--- config.mk ---
export PLATFORM = sky130hd
export DESIGN_NAME = bus_timer_flat
export DESIGN_NICKNAME = d
export VERILOG_FILES = /design/src/rtl/bus_timer_pkg.sv /design/src/rtl/bus_timer_if.sv /design/src/rtl/bus_timer_prescaler.sv /design/src/rtl/bus_timer.sv /design/src/flat_wrapper.sv
export SDC_FILE = /design/constraint.sdc
export NUM_CORES = 1
export LEC_CHECK = 0
export ABC_CLOCK_PERIOD_IN_PS = 2350
export CORE_MARGIN = 5
export CORE_UTILIZATION = 54
export CTS_CLUSTER_SIZE = 14
export DETAILED_ROUTE_END_ITERATION = 12
export PLACE_DENSITY = 0.8
export SLEW_MARGIN = 40
export SYNTH_ARGS = -nofsm -noshare
export SYNTH_HDL_FRONTEND = slang
export SYNTH_HIERARCHICAL = 1
export SYNTH_SLANG_ARGS = --single-unit
--- constraint.sdc ---
create_clock -name clk -period 2.35 [get_ports clk]
set_clock_uncertainty 0.05 [all_clocks]
set_input_delay 0.47 -clock clk [delete_from_list [all_inputs] [get_ports clk]]
set_output_delay 0.47 -clock clk [all_outputs]
set_load 0.02 [all_outputs]
--- src/rtl/bus_timer_pkg.sv ---
// bus_timer_pkg: register indices, bit positions and bus polarity shared by the timer files.
// Latency: n/a (constants, types and a read-back helper only).
// Backpressure: n/a.
package bus_timer_pkg;

  typedef logic [1:0]  reg_addr_t;
  typedef logic [31:0] word_t;

  // Register indices on the word-addressed bus
  localparam reg_addr_t TIMER_ADDR_CTRL  = 2'd0;
  localparam reg_addr_t TIMER_ADDR_INTR  = 2'd1;
  localparam reg_addr_t TIMER_ADDR_EXPR  = 2'd2;
  localparam reg_addr_t TIMER_ADDR_COUNT = 2'd3;

  // Bit positions inside CTRL and INTR
  localparam int TIMER_START_BIT    = 0;
  localparam int TIMER_PERIODIC_BIT = 1;
  localparam int TIMER_IRQ_BIT      = 0;

  // Active-low strobes: ENABLE is the asserted level
  localparam logic BUS_ENABLE  = 1'b0;
  localparam logic BUS_DISABLE = 1'b1;
  localparam logic BUS_READ    = 1'b1;
  localparam logic BUS_WRITE   = 1'b0;

  // CTRL read-back word; undefined bits read as zero
  function automatic word_t ctrl_word(input logic start, input logic periodic);
    word_t w;
    w = '0;
    w[TIMER_START_BIT]    = start;
    w[TIMER_PERIODIC_BIT] = periodic;
    return w;
  endfunction

endpackage

--- src/rtl/bus_timer_if.sv ---
// bus_timer_if: address-strobe / ready system bus plus the timer interrupt line.
// Latency: n/a (wires only).
// Backpressure: slave answers every request after one cycle; no wait states.
interface bus_timer_if;
  import bus_timer_pkg::*;

  logic      CS_;
  logic      As_;
  logic      RW;
  reg_addr_t Addr;
  word_t     WrData;
  word_t     RdData;
  logic      Rdy_;
  logic      Irq;

  modport master (
    output CS_, As_, RW, Addr, WrData,
    input  RdData, Rdy_, Irq
  );

  modport slave (
    input  CS_, As_, RW, Addr, WrData,
    output RdData, Rdy_, Irq
  );

endinterface

--- src/rtl/bus_timer_prescaler.sv ---
// bus_timer_prescaler: divides the running timer down to one tick every PRESCALE cycles.
// Latency: first tick PRESCALE cycles after start rises or a clear.
// Backpressure: none; tick is a single-cycle combinational pulse.
module bus_timer_prescaler #(
  parameter int PRESCALE = 16
) (
  input  logic clk,
  input  logic reset,
  input  logic start,
  input  logic clear,
  output logic tick
);

  localparam int            CW   = $clog2(PRESCALE);
  localparam logic [CW-1:0] LAST = CW'(PRESCALE - 1);

  logic [CW-1:0] phase;

  // Gate on start so a stale phase can never produce a tick while stopped
  assign tick = start && (phase == LAST);

  // Phase counter: held at zero while stopped or on a clear, wraps after LAST
  always_ff @(posedge clk) begin
    if (reset || clear || !start) begin
      phase <= '0;
    end else if (phase == LAST) begin
      phase <= '0;
    end else begin
      phase <= phase + CW'(1);
    end
  end

endmodule

--- src/rtl/bus_timer.sv ---
// bus_timer: memory-mapped interval timer (CTRL/INTR/EXPR/COUNT), one-shot or periodic, level irq.
// Latency: Rdy_/RdData one cycle after the request edge; Irq one cycle after the expiring tick edge.
// Backpressure: none; every request is acknowledged the next cycle. Prescaler: BUS_TIMER_PRESCALER_EN.
module bus_timer
  import bus_timer_pkg::*;
#(
  parameter int PRESCALE = 16
) (
  input  logic        clk,
  input  logic        reset,
  bus_timer_if.slave  bus
);

  logic  req;
  logic  rd_req;
  logic  wr_req;
  logic  wr_ctrl;
  logic  wr_intr;
  logic  wr_expr;
  logic  wr_count;

  logic  start;
  logic  periodic;
  logic  irq;
  word_t expr;
  word_t count;

  logic  tick;
  logic  expire;

  word_t rd_mux;
  word_t rd_data;
  logic  ack;
  logic  irq_pin;

  assign req      = (bus.CS_ == BUS_ENABLE) && (bus.As_ == BUS_ENABLE);
  assign rd_req   = req && (bus.RW == BUS_READ);
  assign wr_req   = req && (bus.RW == BUS_WRITE);
  assign wr_ctrl  = wr_req && (bus.Addr == TIMER_ADDR_CTRL);
  assign wr_intr  = wr_req && (bus.Addr == TIMER_ADDR_INTR);
  assign wr_expr  = wr_req && (bus.Addr == TIMER_ADDR_EXPR);
  assign wr_count = wr_req && (bus.Addr == TIMER_ADDR_COUNT);

`ifdef BUS_TIMER_PRESCALER_EN
  // Restart the prescale phase whenever software touches COUNT or CTRL
  bus_timer_prescaler #(
    .PRESCALE (PRESCALE)
  ) u_prescaler (
    .clk   (clk),
    .reset (reset),
    .start (start),
    .clear (wr_ctrl || wr_count),
    .tick  (tick)
  );
`else
  logic unused_prescale;
  assign unused_prescale = (PRESCALE != 0);
  assign tick = start;
`endif

  // Compare uses the pre-edge EXPR, so an EXPR write on a tick edge affects the next tick only
  assign expire = tick && (count == expr);

  // CTRL: a bus write overrides the one-shot auto-clear on the same edge
  always_ff @(posedge clk) begin
    if (reset) begin
      start    <= 1'b0;
      periodic <= 1'b0;
    end else if (wr_ctrl) begin
      start    <= bus.WrData[TIMER_START_BIT];
      periodic <= bus.WrData[TIMER_PERIODIC_BIT];
    end else if (expire && !periodic) begin
      start    <= 1'b0;
    end
  end

  // INTR: expiry takes priority so a clear racing an expiry never loses the interrupt
  always_ff @(posedge clk) begin
    if (reset) begin
      irq <= 1'b0;
    end else if (expire) begin
      irq <= 1'b1;
    end else if (wr_intr) begin
      irq <= bus.WrData[TIMER_IRQ_BIT];
    end
  end

  // EXPR: plain software register
  always_ff @(posedge clk) begin
    if (reset) begin
      expr <= '0;
    end else if (wr_expr) begin
      expr <= bus.WrData;
    end
  end

  // COUNT: a bus write beats a tick; otherwise reload on expiry or increment modulo 2^32
  always_ff @(posedge clk) begin
    if (reset) begin
      count <= '0;
    end else if (wr_count) begin
      count <= bus.WrData;
    end else if (tick) begin
      count <= expire ? '0 : count + 32'd1;
    end
  end

  // Read mux over the pre-edge register values
  always_comb begin
    rd_mux = '0;
    case (bus.Addr)
      TIMER_ADDR_CTRL:  rd_mux = ctrl_word(start, periodic);
      TIMER_ADDR_INTR:  rd_mux[TIMER_IRQ_BIT] = irq;
      TIMER_ADDR_EXPR:  rd_mux = expr;
      TIMER_ADDR_COUNT: rd_mux = count;
      default:          rd_mux = '0;
    endcase
  end

  // Bus response and irq pin: registered, one-cycle ack, data zero outside the ack cycle
  always_ff @(posedge clk) begin
    if (reset) begin
      ack     <= 1'b0;
      rd_data <= '0;
      irq_pin <= 1'b0;
    end else begin
      ack     <= req;
      rd_data <= rd_req ? rd_mux : '0;
      irq_pin <= irq;
    end
  end

  assign bus.Rdy_   = ack ? BUS_ENABLE : BUS_DISABLE;
  assign bus.RdData = rd_data;
  assign bus.Irq    = irq_pin;

endmodule

--- src/flat_wrapper.sv ---
// flat-port wrapper written by rule: the top's interface ports become plain ports
module bus_timer_flat import bus_timer_pkg::*;
#(
  parameter int PRESCALE = 16
)
  (clk, reset, bus_CS_, bus_As_, bus_RW, bus_Addr, bus_WrData, bus_RdData, bus_Rdy_, bus_Irq);
  bus_timer_if bus_i ();
  input  logic clk;
  input  logic reset;
  input wire logic [$bits(bus_i.CS_)-1:0] bus_CS_;
  input wire logic [$bits(bus_i.As_)-1:0] bus_As_;
  input wire logic [$bits(bus_i.RW)-1:0] bus_RW;
  input wire logic [$bits(bus_i.Addr)-1:0] bus_Addr;
  input wire logic [$bits(bus_i.WrData)-1:0] bus_WrData;
  output wire logic [$bits(bus_i.RdData)-1:0] bus_RdData;
  output wire logic [$bits(bus_i.Rdy_)-1:0] bus_Rdy_;
  output wire logic [$bits(bus_i.Irq)-1:0] bus_Irq;
  assign bus_i.CS_ = bus_CS_;
  assign bus_i.As_ = bus_As_;
  assign bus_i.RW = bus_RW;
  assign bus_i.Addr = bus_Addr;
  assign bus_i.WrData = bus_WrData;
  assign bus_RdData = bus_i.RdData;
  assign bus_Rdy_ = bus_i.Rdy_;
  assign bus_Irq = bus_i.Irq;
  bus_timer #(.PRESCALE(PRESCALE)) u_core (.clk(clk), .reset(reset), .bus(bus_i));
endmodule
==> results.cfg, run 1 <==
[synthesis]
syn_inst = 565
synth_edf_count = 0
synthesis.area_um2 = 4860
yosysTopAreaCell = dfxtp_1
yosysUniqueCellTypes = 47
synthTopCellsByArea = dfxtp_1 42%, xnor2_1 7.7%, mux2i_1 6.8%
syn_nets = 605
syn_area_per_cell_um2 = 8.60
synth_top_area_share = 0.416
synth-main-ff-cell = dfxtp_1
ys_warn_count = 6
ys_seq_area_frac = 0.416
ys_ff_latch = 101
async_reset_ff_frac = 0

[place]
placed_cell_area_um2 = 5810
dp_cells = 737
port_buffers = 72
gp_congestion = 0.920
place_ws_ns = 0.137
hpwl_um = 9420

[routing]
wire_per_inst_um = 17.2
drt_pass1_iterations = 6
ant_nets = 0
route.detailed.drc = 0
met2WireLength_um = 6190
met3_wirelength_um = 1040
highest_layer = met4
drt_wl_total_um = 12900
via_count = 4420
via_per_inst = 5.87
drt-met1-wl_um = 5420
drt_iter0_drc = 385

[die]
coreArea_um2 = 8760
dieHeight_um = 105
io_pins = 73
fp.dieW_um = 105
rows = 34
die-area_um2 = 11000
initial_core_util = 0.555

[cts]
cts_tree = built
h-tree-depth = 3
clk_path_buf_depth = 2
numCtsBuffers = 9
cts_hold_buffers = 0
clk_latency_ns = 0.37
postCtsSetupBuffers = 0
cts_root_buffer = clkbuf_8
numClockSinks = 101
cts_resized = 0
path_clk_slew_ns = 0.10

[worst_setup_path]
cp_max_fo = 7
crit_buf_inv = 0
critPathTopFamily = simple AND/OR/NAND/NOR gates
worstSetupStartpointType = flip-flop
required_ns = 2.57
crit_type = reg -> reg
worstPathArrival_ns = 2.44
max_stage_delay_ns = 0.54
crit_slowest_cell = dfxtp_1
endpoint_kind = flip-flop
path_cells = ha_1 > nand4_4 > nor4_4 > and2_4 > nand4_1 > xor2_1 > a211oi_1

[power]
power_density_nw_per_um2 = 522
power_leakage_nw = 2.07
vdd_drop_max_mv = 0.354

[final_layout]
fin_cells = 753
fin_area_um2 = 6000
diodes = 0
area_delta_synth_final_pct = 23.4
layout-drive-gt1-share = 0.115
fin_nets = 680
final_util = 0.685

[grt]
grt_pass1_vias = 4332
antenna_found_initial = 0
track_usage = 0.233
grt_overflow = 0
grt_max_degree = 32
grt_pass1_wl_um = 21100

[sta]
period_needed_ns = 2.22
fmax_ghz = 0.450
slew_viol_final = 0
finalSetupViolCount = 0
finalHoldViolCount = 0
rsz0062_at_grt = false
maxSlewHeadroom = 0.536
timing.final.crit_share = 0.945
timing.final.ws_setup_ns = 0.129
worst_pin_slew_ns = 0.690
tns_ns = 0

[outcome]
status = complete, no violations

[worst_hold_path]
hold_class = in -> reg

[run]
timing.max_cap.violations = 0
## state kept, by name, summed over array words and instances (netlist names)
name,cells
u_core/start,1
u_core/bus.RdData,32
u_core/count,32
u_core/bus.Irq,1
u_core/irq,1
u_core/periodic,1
u_core/ack,1
u_core/expr,32
## kinds of logic after synthesis
group | share of synthesized area
compound gates | 0.128
xor+xnor | 0.103
fa+ha+maj | 0.00257
buf+inv | 0.0384
flops | 0.416
mux | 0.0726
simple gates | 0.240
## Yosys cell counts (2+ instances only)
cell / instances
nand4_4: 2
nor4_1: 2
a211oi_1: 7
nor2_1: 61
nand3_1: 21
o211ai_1: 2
a311oi_1: 3
nand3b_1: 2
a31oi_1: 4
dfxtp_1: 101
and3_1: 9
and2_1: 3
o21bai_1: 2
inv_1: 7
nand2_1: 85
clkbuf_1: 33
nor3_1: 7
a211oi_2: 10
buf_2: 4
o21ai_0: 5
xnor2_1: 43
o22ai_1: 6
nor4_4: 2
mux2i_1: 33
a32oi_1: 2
nor3_2: 2
a21oi_1: 49
xor2_1: 14
nand4b_1: 3
nand4_1: 24
## path summary, 6_finish.rpt
path | from | cells after the start | slack [ns] | end
setup / recovery | u_core/count[0]$_SDFFE_PP0P_ | 7 | 0.13 | u_core/count[26]$_SDFFE_PP0P_
hold / removal | reset | 2 | 0.40 | u_core/periodic$_SDFFE_PP0P_
setup reg to reg | u_core/count[0]$_SDFFE_PP0P_ | 7 | 0.13 | u_core/count[26]$_SDFFE_PP0P_
hold reg to reg | u_core/irq$_SDFFE_PP0P_ | 1 | 0.44 | u_core/bus.Irq$_SDFF_PP0_
## cell type report
type                            instances  area, um2
Inverter                                7       26.3
Sequential cell                       101       2020
Tap cell                              108        135
Clock buffer                           10        138
Timing Repair Buffer                  103        968
Multi-Input combinational cell        418       2660
Fill cell                             706       2760
Clock inverter                          6       52.6
## where the power goes
group	switching (mW)	total [mW]	internal, mW
clock	0.642	1.08	0.433
sequential	0.0261	1.76	1.73
combinational	0.155	0.301	0.146
total	0.824	3.13	2.31
## per-layer routing
metal / vias up / track usage
li1: 2106 / -
met1: 2064 / 0.302
met2: 222 / 0.383
met3: 28 / 0.0499
met4: 0 / 0.0822
met5: - / 0
## stage by stage
step | total power, mW | hold WS (ns)
floorplan | 1.95 | 0.405
global placement | 2.08 | 0.417
detailed placement | 2.09 | 0.424
CTS | 3.15 | 0.373
global route | 3.25 | 0.401
finish | 3.13 | 0.396
## cell usage in the layout (no fill, tap or decap), drive strengths merged, types with 3 or more instances in the layout
master,instances
mux2i,33
xor2,14
a311oi,3
nor4,5
a21oi,49
nand4,26
o21bai,3
nand4b,3
and3,10
nor2,61
nand2,85
clkdlybuf4s50,70
nor3,9
inv,10
buf,33
xnor2,43
nand3,22
and2,5
o21ai,5
a31oi,4
dfxtp,101
o22ai,6
clkbuf,10
a211oi,17
No activity file was read; power rests on OpenSTA's default activity.
==> run 2, diff against run 1 <==
SYNTH_HIERARCHICAL = not set   (was 1)
==> run 2 against run 1 <==
  * First-iteration DRC count shrank 14%
  * Global-route usage rose by 0.52 points
  * Worst hold slack better by 0.0098 ns
  * Synthesized cell count grew 2.3%
==> results.cfg, run 2 <==
[run]
timing.max_cap.violations = 0

[routing]
via_count = 4347
wire_per_inst_um = 17.1
met2WireLength_um = 6360
highest_layer = met4
drt_iter0_drc = 333
ant_nets = 0
route.detailed.drc = 0
drt-met1-wl_um = 5390
met3_wirelength_um = 840
drt_pass1_iterations = 7
drt_wl_total_um = 12800
via_per_inst = 5.77

[final_layout]
final_util = 0.681
fin_cells = 753
multi_input_area_um2 = 2600
fin_area_um2 = 5960
layout-drive-gt1-share = 0.0946
mostFrequentLayoutCells = 101 x dfxtp_1, 80 x nand2_1, 70 x clkdlybuf4s50_1
layout_commonest_cell = dfxtp_1
seqCellArea_um2 = 2020
area_delta_synth_final_pct = 22.6
diodes = 0
fillers = 702
fin_nets = 680

[cts]
h-tree-depth = 3
cts_tree = built
cts_root_buffer = clkbuf_8
numCtsBuffers = 9
clk_path_buf_depth = 2
clk_latency_ns = 0.37
cts_hold_buffers = 0
numClockSinks = 101
path_clk_slew_ns = 0.10

[worst_setup_path]
r2r_cells = 7
rr_endpoint = u_core.count[29]$_SDFFE_PP0P_
r2r_slack_ns = 0.24
crit_start = u_core.count[25]$_SDFFE_PP0P_
crit_type = reg -> reg
worstPathArrival_ns = 2.32
endpoint_kind = flip-flop
r2r_start = u_core.count[25]$_SDFFE_PP0P_
worstSetupStartpointType = flip-flop
required_ns = 2.56
cp_max_fo = 9

[die]
coreArea_um2 = 8760
io_pins = 73
rows = 34
fp.dieW_um = 105
die-area_um2 = 11000
dieHeight_um = 105
initial_core_util = 0.555

[synthesis]
yosysTopAreaCell = dfxtp_1
synth_top_area_share = 0.416
synthesis.area_um2 = 4870
syn_nets = 618
ys_ff_latch = 101
syn_area_per_cell_um2 = 8.42
yosysMostFrequentCell = dfxtp_1
synth_edf_count = 0
yosys-top-cells-count = 101 x dfxtp_1, 80 x nand2_1, 65 x a21oi_1, 42 x nor2_1, 41 x xnor2_1
synth-main-ff-cell = dfxtp_1
yosysUniqueCellTypes = 41
synthTopCellsByArea = dfxtp_1 42%, xnor2_1 7.4%, mux2i_1 7.0%
syn_inst = 578
async_reset_ff_frac = 0
ys_warn_count = 0
ys_seq_area_frac = 0.416

[sta]
maxSlewHeadroom = 0.673
period_needed_ns = 2.11
fmax_ghz = 0.474
timing.final.crit_share = 0.899
finalHoldViolCount = 0
finalSetupViolCount = 0
tns_ns = 0
timing.final.ws_setup_ns = 0.238
rsz0062_at_grt = false
hold-worst-slack_ns = 0.406
worst_pin_slew_ns = 0.490
slew_viol_final = 0

[grt]
track_usage = 0.238
antenna_found_initial = 0
grt_pass1_vias = 4282
grt_pass1_wl_um = 21700
grt_overflow = 0
grt_max_degree = 33

[place]
gp_congestion = 0.838
hpwl_um = 9220
place_ws_ns = 0.106
placed_cell_area_um2 = 5740
dp_cells = 737
port_buffers = 72

[worst_hold_path]
hold_depth = 2
hold-path-endpoint = u_core.count[31]$_SDFFE_PP0P_
hold_class = in -> reg
hold_start = reset

[outcome]
status = complete, no violations

[power]
vdd_drop_max_mv = 0.312
power_density_nw_per_um2 = 544
power_mw = 3.25
power_leakage_nw = 2.15
==> run 2: cell count changes after synthesis, moves of 6 or more <==
cell,previous run,this run
and3_1,9,34
nor2_1,61,42
o22ai_1,6,23
a21oi_1,49,65
buf_2,4,18
a211oi_2,10,0
nand4_1,24,15
clkbuf_1,33,25
and4_1,1,8
a211oi_1,7,1
==> run 2: timing repair <==
item | in CTS | in global routing
resized for setup | 0 | 1
buffers inserted | 0 | 0
hold endpoints to repair | 0 | 0
setup endpoints to repair | 0 | 18
==> run 2: worst max-delay path by stage <==
| stage | slack [ns] | to |
|---|---|---|
| after floorplan | 0.62 | u_core.count[1]$_SDFFE_PP0P_ |
| after global placement | 0.14 | u_core.count[28]$_SDFFE_PP0P_ |
| after detailed placement | 0.11 | u_core.count[28]$_SDFFE_PP0P_ |
| after CTS | 0.20 | u_core.count[29]$_SDFFE_PP0P_ |
| after global routing | 0.07 | u_core.start$_SDFFE_PP0P_ |
| final | 0.24 | u_core.count[29]$_SDFFE_PP0P_ |
==> run 2: kinds of logic after synthesis <==
| logic type | after synthesis | share of synthesized area |
|---|---|---|
| AOI/OAI and AO/OA | 98 | 0.112 |
| xor gates and xnor gates | 60 | 0.108 |
| adders and majority gates | 1 | 0.00257 |
| buffers and inverters | 59 | 0.0535 |
| DFF | 101 | 0.416 |
| muxes | 36 | 0.0769 |
| and+or+nand+nor | 223 | 0.232 |
==> run 2: metal layers <==
layer | track usage | vias to the layer above
met5 | 0 | -
met4 | 0.0658 | 0
met3 | 0.0499 | 21
met2 | 0.405 | 172
met1 | 0.304 | 2053
li1 | - | 2101
==> run 2: final cells by class <==
cell class | instances | share of cell area
clock buffers | 10 | 0.0214
clock inverters | 6 | 0.0147
inverters | 7 | 0.00441
multi-input cells | 418 | 0.435
flip-flops and latches | 101 | 0.339
well taps | 108 | 0.0227
repair buffers | 103 | 0.162
==> run 2: power breakdown <==
group | switching (mW) | internal (mW)
clock network | 0.610 | 0.598
logic | 0.137 | 0.141
registers | 0.0293 | 1.73
total | 0.776 | 2.47
==> run 2: worst max-delay path, stage by stage (launching register included) <==
cell      delay, ns
dfxtp_1        0.38
xnor2_1        0.30
nand4_1        0.17
nor4_1         0.31
nand4_1        0.26
nand3b_1       0.21
buf_4          0.21
o22ai_2        0.10
